===== src/rtl/uart_tx_sched_if.sv =====
// Requester-side handshake bus for uart_tx_sched: producers offer bytes, the scheduler pulses ready.
interface uart_tx_sched_if #(
    parameter int N_REQ = 4
);
    logic [N_REQ-1:0]   req_valid;
    logic [8*N_REQ-1:0] req_data;
    logic [N_REQ-1:0]   req_ready;

    modport master (output req_valid, output req_data, input req_ready);
    modport slave  (input req_valid, input req_data, output req_ready);
endinterface


===== src/rtl/uart_tx_sched.sv =====
// Round-robin scheduler sharing one uart_tx among N_REQ requesters, with per-requester
// frame configuration and a watchdog that resets a hung transmitter.
module uart_tx_sched #(
    parameter int N_REQ       = 4,
    parameter int TIMEOUT_CYC = 64
) (
    input  logic             tx_clk,
    input  logic             rst,
    uart_tx_sched_if.slave   req_bus,
    input  logic             cfg_we,
    input  logic [2:0]       cfg_sel,
    input  logic [3:0]       cfg_length,
    input  logic             cfg_parity_en,
    input  logic             cfg_parity_type,
    input  logic             cfg_stop2,
    output logic             cfg_err,
    output logic             tx_start,
    output logic [7:0]       tx_data,
    output logic [3:0]       length,
    output logic             parity_type,
    output logic             parity_en,
    output logic             stop2,
    output logic             uart_rst,
    input  logic             tx_done,
    output logic             busy,
    output logic             done_valid,
    output logic             err_valid,
    output logic [2:0]       owner_id
);
    localparam int TW = $clog2(TIMEOUT_CYC);

    typedef enum logic [1:0] {IDLE, LAUNCH, WAIT, ABORT} state_t;

    state_t            state;
    state_t            state_next;
    logic [TW-1:0]     timer;
    logic [2:0]        ptr;
    logic [2:0]        next_ptr;
    logic [2:0]        grant;
    logic              any_valid;
    logic              cfg_bad;
    logic              timeout_hit;
    logic [N_REQ-1:0]  ready_vec;

    logic [3:0]        cfg_length_q [N_REQ];
    logic [N_REQ-1:0]  cfg_parity_en_q;
    logic [N_REQ-1:0]  cfg_parity_type_q;
    logic [N_REQ-1:0]  cfg_stop2_q;

    // Round robin: lowest valid index at or above ptr, else wrap to the lowest valid index.
    always_comb begin
        logic [2:0] hi_grant;
        logic [2:0] lo_grant;
        logic       hi_any;
        hi_grant  = '0;
        lo_grant  = '0;
        hi_any    = 1'b0;
        any_valid = 1'b0;
        for (int i = N_REQ - 1; i >= 0; i--) begin
            if (req_bus.req_valid[i]) begin
                lo_grant  = 3'(i);
                any_valid = 1'b1;
                if (3'(i) >= ptr) begin
                    hi_grant = 3'(i);
                    hi_any   = 1'b1;
                end
            end
        end
        grant = hi_any ? hi_grant : lo_grant;
    end

    assign next_ptr    = (owner_id == 3'(N_REQ - 1)) ? 3'd0 : owner_id + 3'd1;
    assign timeout_hit = (timer == TW'(TIMEOUT_CYC - 1));
    assign cfg_bad     = cfg_we && ((cfg_length < 4'd5) || (cfg_length > 4'd8) ||
                                    ({29'd0, cfg_sel} >= 32'(N_REQ)));

    always_ff @(posedge tx_clk) begin
        if (rst) begin
            for (int i = 0; i < N_REQ; i++) begin
                cfg_length_q[i] <= 4'd8;
            end
            cfg_parity_en_q   <= '0;
            cfg_parity_type_q <= '0;
            cfg_stop2_q       <= '0;
            cfg_err           <= 1'b0;
        end else begin
            cfg_err <= cfg_bad;
            if (cfg_we && !cfg_bad) begin
                for (int i = 0; i < N_REQ; i++) begin
                    if (cfg_sel == 3'(i)) begin
                        cfg_length_q[i]      <= cfg_length;
                        cfg_parity_en_q[i]   <= cfg_parity_en;
                        cfg_parity_type_q[i] <= cfg_parity_type;
                        cfg_stop2_q[i]       <= cfg_stop2;
                    end
                end
            end
        end
    end

    always_ff @(posedge tx_clk) begin
        if (rst) begin
            state <= IDLE;
        end else begin
            state <= state_next;
        end
    end

    always_comb begin
        state_next = state;
        case (state)
            IDLE:    if (any_valid) state_next = LAUNCH;
            LAUNCH:  state_next = WAIT;
            WAIT: begin
                if (tx_done) begin
                    state_next = IDLE;
                end else if (timeout_hit) begin
                    state_next = ABORT;
                end
            end
            ABORT:   state_next = IDLE;
            default: state_next = IDLE;
        endcase
    end

    // Frame fields are snapshotted at grant so later config writes only affect the next frame.
    always_ff @(posedge tx_clk) begin
        if (rst) begin
            tx_data     <= 8'h00;
            length      <= 4'd8;
            parity_en   <= 1'b0;
            parity_type <= 1'b0;
            stop2       <= 1'b0;
            owner_id    <= 3'd0;
            ptr         <= 3'd0;
            timer       <= '0;
        end else begin
            case (state)
                IDLE: begin
                    if (any_valid) begin
                        owner_id <= grant;
                        for (int i = 0; i < N_REQ; i++) begin
                            if (grant == 3'(i)) begin
                                tx_data     <= req_bus.req_data[8*i +: 8];
                                length      <= cfg_length_q[i];
                                parity_en   <= cfg_parity_en_q[i];
                                parity_type <= cfg_parity_type_q[i];
                                stop2       <= cfg_stop2_q[i];
                            end
                        end
                    end
                end
                LAUNCH: timer <= '0;
                WAIT: begin
                    timer <= timer + 1'b1;
                    if (tx_done) begin
                        ptr <= next_ptr;
                    end
                end
                ABORT:   ptr <= next_ptr;
                default: ;
            endcase
        end
    end

    always_comb begin
        ready_vec = '0;
        for (int i = 0; i < N_REQ; i++) begin
            ready_vec[i] = !rst && (state == IDLE) && any_valid && (grant == 3'(i));
        end
        tx_start   = !rst && (state == LAUNCH);
        done_valid = !rst && (state == WAIT) && tx_done;
        err_valid  = !rst && (state == ABORT);
        uart_rst   = rst || (state == ABORT);
        busy       = !rst && (state != IDLE);
    end

    assign req_bus.req_ready = ready_vec;
endmodule

===== src/flat_wrapper.sv =====
// flat-port wrapper written by rule: the top's interface ports become plain ports
module uart_tx_sched_flat 
#(
    parameter int N_REQ       = 4,
    parameter int TIMEOUT_CYC = 64
)
  (tx_clk, rst, cfg_we, cfg_sel, cfg_length, cfg_parity_en, cfg_parity_type, cfg_stop2, cfg_err, tx_start, tx_data, length, parity_type, parity_en, stop2, uart_rst, tx_done, busy, done_valid, err_valid, owner_id, req_bus_req_valid, req_bus_req_data, req_bus_req_ready);
  uart_tx_sched_if #(.N_REQ(N_REQ)) req_bus_i ();
  input  logic tx_clk;
  input  logic rst;
  input  logic cfg_we;
  input  logic [2:0] cfg_sel;
  input  logic [3:0] cfg_length;
  input  logic cfg_parity_en;
  input  logic cfg_parity_type;
  input  logic cfg_stop2;
  output logic cfg_err;
  output logic tx_start;
  output logic [7:0] tx_data;
  output logic [3:0] length;
  output logic parity_type;
  output logic parity_en;
  output logic stop2;
  output logic uart_rst;
  input  logic tx_done;
  output logic busy;
  output logic done_valid;
  output logic err_valid;
  output logic [2:0] owner_id;
  input wire logic [$bits(req_bus_i.req_valid)-1:0] req_bus_req_valid;
  input wire logic [$bits(req_bus_i.req_data)-1:0] req_bus_req_data;
  output wire logic [$bits(req_bus_i.req_ready)-1:0] req_bus_req_ready;
  assign req_bus_i.req_valid = req_bus_req_valid;
  assign req_bus_i.req_data = req_bus_req_data;
  assign req_bus_req_ready = req_bus_i.req_ready;
  uart_tx_sched #(.N_REQ(N_REQ), .TIMEOUT_CYC(TIMEOUT_CYC)) u_core (.tx_clk(tx_clk), .rst(rst), .req_bus(req_bus_i), .cfg_we(cfg_we), .cfg_sel(cfg_sel), .cfg_length(cfg_length), .cfg_parity_en(cfg_parity_en), .cfg_parity_type(cfg_parity_type), .cfg_stop2(cfg_stop2), .cfg_err(cfg_err), .tx_start(tx_start), .tx_data(tx_data), .length(length), .parity_type(parity_type), .parity_en(parity_en), .stop2(stop2), .uart_rst(uart_rst), .tx_done(tx_done), .busy(busy), .done_valid(done_valid), .err_valid(err_valid), .owner_id(owner_id));
endmodule

===== config.mk =====
export PLATFORM = sky130hd
export DESIGN_NAME = uart_tx_sched_flat
export DESIGN_NICKNAME = d
export VERILOG_FILES = /design/src/rtl/uart_tx_sched_if.sv /design/src/rtl/uart_tx_sched.sv /design/src/flat_wrapper.sv
export SDC_FILE = /design/constraint.sdc
export NUM_CORES = 1
export LEC_CHECK = 0
export ABC_AREA = 0
export CAP_MARGIN = 20
export CELL_PAD_IN_SITES_DETAIL_PLACEMENT = 1
export CELL_PAD_IN_SITES_GLOBAL_PLACEMENT = 1
export CORE_UTILIZATION = 45
export CTS_BUF_LIST = sky130_fd_sc_hd__clkbuf_8
export DETAILED_ROUTE_END_ITERATION = 12
export DONT_BUFFER_PORTS = 1
export GPL_TIMING_DRIVEN = 0
export HOLD_SLACK_MARGIN = 0.1
export MAX_ROUTING_LAYER = met4
export PLACE_DENSITY_LB_ADDON = 0.1
export SLEW_MARGIN = 0
export SYNTH_ARGS = -nofsm -noshare
export SYNTH_HDL_FRONTEND = slang
export SYNTH_SLANG_ARGS = --single-unit

===== constraint.sdc =====
create_clock -name tx_clk -period 1.7 [get_ports tx_clk]
set_input_delay 0.17 -clock tx_clk [delete_from_list [all_inputs] [get_ports tx_clk]]
set_output_delay 0.17 -clock tx_clk [all_outputs]
set_load 0.005 [all_outputs]

==> run metrics, run 1 <==
status=finished, violations left; failing checks=setup timing; count of cell types in the netlist=48; Slowest-stage cell, CP=dfxtp_2; register bit total from synthesis=56; CTS tree=done; placed instance count=420; Final Cycle Share=108%; Rel. slew slack=51.1%; Post-DRT Antenna Nets=0; crit end category=register; reg2reg setup slack=-0.14 ns; Clock Path Buffers=2; cell area after synthesis=0.00321 mm²; Layout Cells excl Fill=471; Residual DRC=0; fmax=0.542 GHz; post-route cell area=0.00415 mm²; layout cell share with drive strength beyond 1=32.5%; setup skew after layout=0.00642 ns; Layout Nets=430; Post-Syn Instances=324; Final Hold Fails=0; count of final setup violators=14; H-Tree Depth=2; Chip Height=86.4 µm; worst hold path class=input port to register; DRT iter0 DRCs=120; hpwl dp=6.22 mm; worst-path cell chain=buf_6 > buf_4 > o21ai_4 > o211ai_4 > buf_6 > buf_12 > mux2_4 > a221oi_2 > a211oi_2; largest stage delay on the critical path=0.34 ns; via count=2,722; num ports=78; number of global-route vias before repair=2,784; setup_tns=-1.31 ns; P per Cell Area=946 mW/mm²; Final min period=1.84 ns; ys async rst share=0%; WP data arrival=2.02 ns; PnR Total Power=3.92 mW; grt ovf=0; peak supply drop=389 µV; number of fill cells in the layout=748; ant diodes=0; largest net degree at the start of global routing=18; Global Route Usage Sum=26.1%; final WL=9.76 mm; Crit Path Class=register to register; Clock Latency Late Sink=0.31 ns; measured slew at the worst slew-check pin=0.734 ns; initial antenna violation count=0; startpoint types=register; first-pass GRT wire length=14.5 mm; count of input and output buffers=0; via/cell ratio=5.78; Clock transition at path regs=0.10 ns; CTS Buf Count=5; synth warn=0; routed len/inst=20.7 µm; drt pass-1 iters=4; top_reg_cell synth=dfxtp_1; smallest setup slack after layout=-0.143 ns; Slew Viols, Final=0; gpl congestion=0.819; die area=0.00747 mm²; Max-Cap Viols=0; Core Area=0.00683 mm²; RSZ-0062 raised after global routing=yes; Final Core Density=60.7%; Net Count, Synth=380; CTS sink cnt=56; Worst Path Required=1.88 ns; static leakage=1.56 nW; Initial Util=46.9%; dpl cell area=0.00333 mm²; clk root buf=clkbuf_8; worst-path fanout max=6; num rows=30; register area share after synthesis=40.0%; Post-synth EDFFs=16; minimum hold slack=0.104 ns; Synth Area per Inst=9.90 µm²; Syn-to-layout area delta=29.3%; CP most frequent cell=buf_6; pre-CTS WS=-0.506 ns; Chip Width=86.4 µm
-- power by group --
group | switching [mW] | internal (mW)
clock network | 0.459 | 0.584
registers | 0.102 | 1.48
logic | 0.711 | 0.588
-- critical path: cells and delay by family (launching register included) --
kind / cells / cell delay [ns]
buf+inv: 4 / 0.55
compound gates: 4 / 0.51
flops: 1 / 0.34
mux: 1 / 0.31
-- cell families after synthesis --
| logic type | Yosys count | share of synthesized area, % |
|---|---|---|
| mux | 17 | 6.91 |
| flops | 56 | 40.0 |
| buf+inv | 35 | 6.09 |
| other cells | 1 | 0.117 |
| fa+ha+maj | 6 | 2.34 |
| compound gates | 103 | 25.9 |
| simple gates | 106 | 18.7 |
-- layer usage --
metal  wire length (µm)  vias up  track usage (%)  share of wire (%)
met5                  0        -                -                  0
met4                140        0             5.45                1.4
met3                413       15             3.24                4.2
met2               4920       82             45.8                 50
met1               4280     1339             32.4                 44
li1                   -     1286                -                  -
-- final timing paths --
check | start | to | cells after the start
max | u_core.ptr[1] | u_core.length[1] | 9
min | req_bus_req_data[30] | u_core.tx_data[6] | 2
max reg2reg | u_core.ptr[1] | u_core.length[1] | 9
min reg2reg | u_core.cfg_parity_en_q[0] | u_core.cfg_parity_en_q[0] | 1
-- layout make-up --
cell class	instances	area, µm²	area share, %
Sequential cell	56	1290	31.1
Clock inverter	3	63.8	1.54
Multi-Input combinational cell	233	1950	47.0
Inverter	11	41.3	0.995
Buffer	22	201	4.86
Tap cell	96	120	2.90
Clock buffer	5	68.8	1.66
Timing Repair Buffer	45	415	10.0
-- layout by cell type (no fill, tap or decap), drive strengths merged, types with 4 or more instances in the layout --
master,count
mux2,14
inv,12
nor4b,4
nor3,7
nand2,34
nor2,19
nor2b,8
ha,6
edfxtp,16
nand3,4
a22o,12
dlygate4sd3,19
dfxtp,40
a211oi,15
a21oi,18
buf,42
o21ai,35
and2,12
a221oi,15
nand2b,6
clkbuf,11
-- repair_timing --
action | 4_1_cts | 5_1_grt
pin swaps | 26 | 12
hold buffers | 18 | 1
buffers inserted | 15 | 11
endpoints found under the hold margin | 36 | 1
endpoints found under the setup margin | 25 | 27
resized for setup | 59 | 17
cloned | 1 | 0
-- sequential cells by signal, indices dropped and copies added (netlist names) --
name	cells
u_core.cfg_err	1
u_core.cfg_length_q	16
u_core.cfg_parity_en_q	4
u_core.cfg_parity_type_q	4
u_core.cfg_stop2_q	4
u_core.length	4
u_core.owner_id	2
u_core.parity_en	1
u_core.parity_type	1
u_core.ptr	2
u_core.state	2
u_core.stop2	1
u_core.timer	6
u_core.tx_data	8
-- synthesized netlist by cell type (4+ instances only) --
cell	n	area [µm²]
nand3_1	4	20.0
nor3_1	7	35.0
and2_1	12	75.1
mux2_2	5	56.3
a211oi_2	7	87.6
a221oi_2	9	135
nand2_1	34	128
a22o_1	12	105
buf_4	4	30.0
clkbuf_1	8	30.0
nor2b_1	8	50.1
a221oi_1	6	52.6
buf_2	7	35.0
ha_1	6	75.1
nor2_1	19	71.3
a211oi_1	8	60.1
inv_1	11	41.3
edfxtp_1	16	480
nand2b_1	5	31.3
mux2_4	9	135
o21ai_0	32	160
a21oi_1	16	80.1
dfxtp_1	40	801
Power figures use the tool's default switching activity.
==> run 2: changes to the inputs <==
- SLEW_MARGIN: 0 -> default
==> results of run 2 <==
Same layout as run 1: the final DEF is identical, and so are final timing and power.
==> run 3: changes to the inputs <==
- CORE_ASPECT_RATIO: default -> 0.9
==> run 3 against run 2 <==
Net effect: the run still ends with setup timing left; fmax is 1.4% higher; clock power is 30% lower; final cell count is 3.2% lower; flip-flop and latch count stayed put; non-clock buffer count is 9 lower; die area hardly changed; total power is 7.8% lower; sequential power hardly changed; core utilization is 1.3 points lower; sequential share of layout area is 1.3 points higher; critical path depth is 2 lower; critical path type unchanged; critical endpoint is now u_core.length[2].
==> run metrics, run 3 (synthesis gave the netlist of run 1 again) <==
worst reg2reg path depth=7 (-2); WP data arrival=2.00 ns (-0.02 ns); fmax=0.550 GHz (+1.4%); smallest setup slack after layout=-0.119 ns (+0.0248 ns); Clock Path Buffers=2 (unchanged); startpoint types=register; final WL=9.47 mm (-3.0%); Worst Hold Path EP=u_core.tx_data[7]; Top Registers=u_core.cfg_length_q (16), u_core.tx_data (8), u_core.timer (6); CTS tree=done; peak supply drop=498 µV (+28%); setup skew after layout=0.0149 ns (+0.00845 ns); Syn-to-layout area delta=24.6%; drt pass-1 iters=4 (unchanged); crit end category=register; hold path depth=2 (unchanged); routed len/inst=20.8 µm (+0.23%); clk root buf=clkbuf_8; die area=0.00747 mm² (about the same); H-Tree Depth=2 (unchanged); Clock Latency Late Sink=0.31 ns (about the same); measured slew at the worst slew-check pin=0.769 ns (+0.0355 ns); Initial Util=47.7% (+0.73 points); Crit Path Class=register to register; grt ovf=0 (unchanged); Slew Viols, Final=0 (unchanged); num rows=28 (-6.7%); Final Cycle Share=107% (-1.5 points); setup_tns=-1.04 ns (+0.267 ns); count of final setup violators=18 (+4); num ports=78 (unchanged); Clock Power Share=20.1% (-6.5 points); Max-Cap Viols=0 (unchanged); status=finished, violations left; number of global-route vias before repair=2,695 (-3.2%); DRT iter0 DRCs=105 (-13%); worst-path fanout max=5 (-1); internal power=2.36 mW (-11%); RSZ-0062 raised after global routing=yes; hpwl dp=6.12 mm (-1.6%); most frequent cells in the layout=36 x dfxtp_1, 34 x nand2_1, 31 x o21ai_0, 19 x dlygate4sd3_1, 18 x nor2_1; via/cell ratio=5.88 (+1.7%); Final min period=1.82 ns (-0.0248 ns); Layout Nets=421 (-2.1%); P per Cell Area=906 mW/mm² (-4.3%); Residual DRC=0 (unchanged); Comb power frac=36.3% (+3.2 points); failing checks=setup timing; Reg with most FFs=u_core.cfg_length_q; hold_sp=req_bus_req_data[23]; count of input and output buffers=0 (unchanged); minimum hold slack=0.130 ns (+0.0265 ns); Rel. slew slack=48.7% (-2.4 points); Clock transition at path regs=0.11 ns (about the same); Chip Width=91.0 µm (+5.3%); first-pass GRT wire length=14.5 mm (about the same); power share of the sequential group=43.6% (+3.3 points); ant diodes=0 (unchanged); via count=2,681 (-1.5%); CTS Buf Count=5 (unchanged); sw power=1.26 mW (-0.76%); CTS sink cnt=56 (unchanged); Worst Path Required=1.88 ns (about the same); gpl congestion=0.759 (-7.3%); largest net degree at the start of global routing=18 (unchanged); reg2reg setup slack=-0.12 ns (+0.02 ns); static leakage=1.48 nW (-4.9%); switch share=34.9% (+2.5 points); Final Hold Fails=0 (unchanged); worst hold path class=input port to register; layout cell share with drive strength beyond 1=31.1% (-1.4 points); most common cell after layout, fill and taps aside=dfxtp_1; Final Core Density=59.4% (-1.3 points); Core Area=0.00673 mm² (-1.5%); worst reg2reg path endpoint=u_core.length[2]; PnR Total Power=3.62 mW (-7.8%); initial antenna violation count=0 (unchanged); Largest register FFs=16 (unchanged); Worst R2R Start=u_core.ptr[1]; Post-DRT Antenna Nets=0 (unchanged); Chip Height=82.1 µm (-5.0%); Global Route Usage Sum=25.9% (-0.22 points)
[run 3: worst max-delay path, stage by stage (launching register included)]
cell      delay [ns]
dfxtp_2         0.35
buf_6           0.12
a21oi_4         0.06
o211ai_4        0.30
buf_6           0.21
mux2_4          0.33
a221oi_4        0.27
a211oi_2        0.05
[run 3: metrics by stage]
| step | setup slack, ns | std cells | cell area [µm²] |
|---|---|---|---|
| floorplan | 0.0106 | 324 | 3210 |
| global placement | -0.466 | 414 | 3320 |
| detailed placement | -0.537 | 414 | 3320 |
| CTS | -0.145 | 448 | 3840 |
| global route | -0.180 | 456 | 4000 |
| finish | -0.119 | 456 | 4000 |
[run 3: power groups by stage]
stage               sequential, mW  clock, mW  combinational (mW)
finish                        1.58      0.728                1.31
global route                  1.60      0.795                1.41
CTS                           1.57      0.742                1.15
detailed placement            1.60          0               0.943
global placement              1.59          0               0.914
floorplan                     1.57          0               0.740
[run 3: what timing repair did]
action / CTS / global route
hold endpoints to repair: 35 / 2
endpoints found under the setup margin: 27 / 27
hold buffers: 17 / 2
pin swaps: 24 / 18
buffers inserted: 8 / 9
resized for setup: 46 / 29
cloned: 2 / 1
[run 3: cell type report]
class,instances,area [µm²]
Buffer,21,160
Clock buffer,5,68.8
Clock inverter,3,16.3
Fill cell,741,2730
Inverter,11,46.3
Multi-Input combinational cell,233,1950
Sequential cell,56,1290
Tap cell,90,113
Timing Repair Buffer,37,345
[run 3: per-layer routing]
layer  wire, µm  up-vias  GRT usage, %
met4        149        0          6.51
li1           -     1276             -
met2       4630       86          44.2
met5          0        -             -
met1       4220     1304          32.1
met3        471       15          5.00
[run 3: how the worst max path moves through the flow]
stage                          from           endpoint  slack [ns]  cells after the start
finish                u_core.ptr[1]   u_core.length[2]       -0.12                      7
global route          u_core.ptr[1]   u_core.length[2]       -0.18                      7
global placement    u_core.state[1]   u_core.length[1]       -0.47                      6
floorplan             u_core.ptr[1]  u_core.tx_data[0]        0.01                      7
CTS                   u_core.ptr[1]   u_core.length[0]       -0.14                      8
detailed placement  u_core.state[1]   u_core.length[0]       -0.54                      6
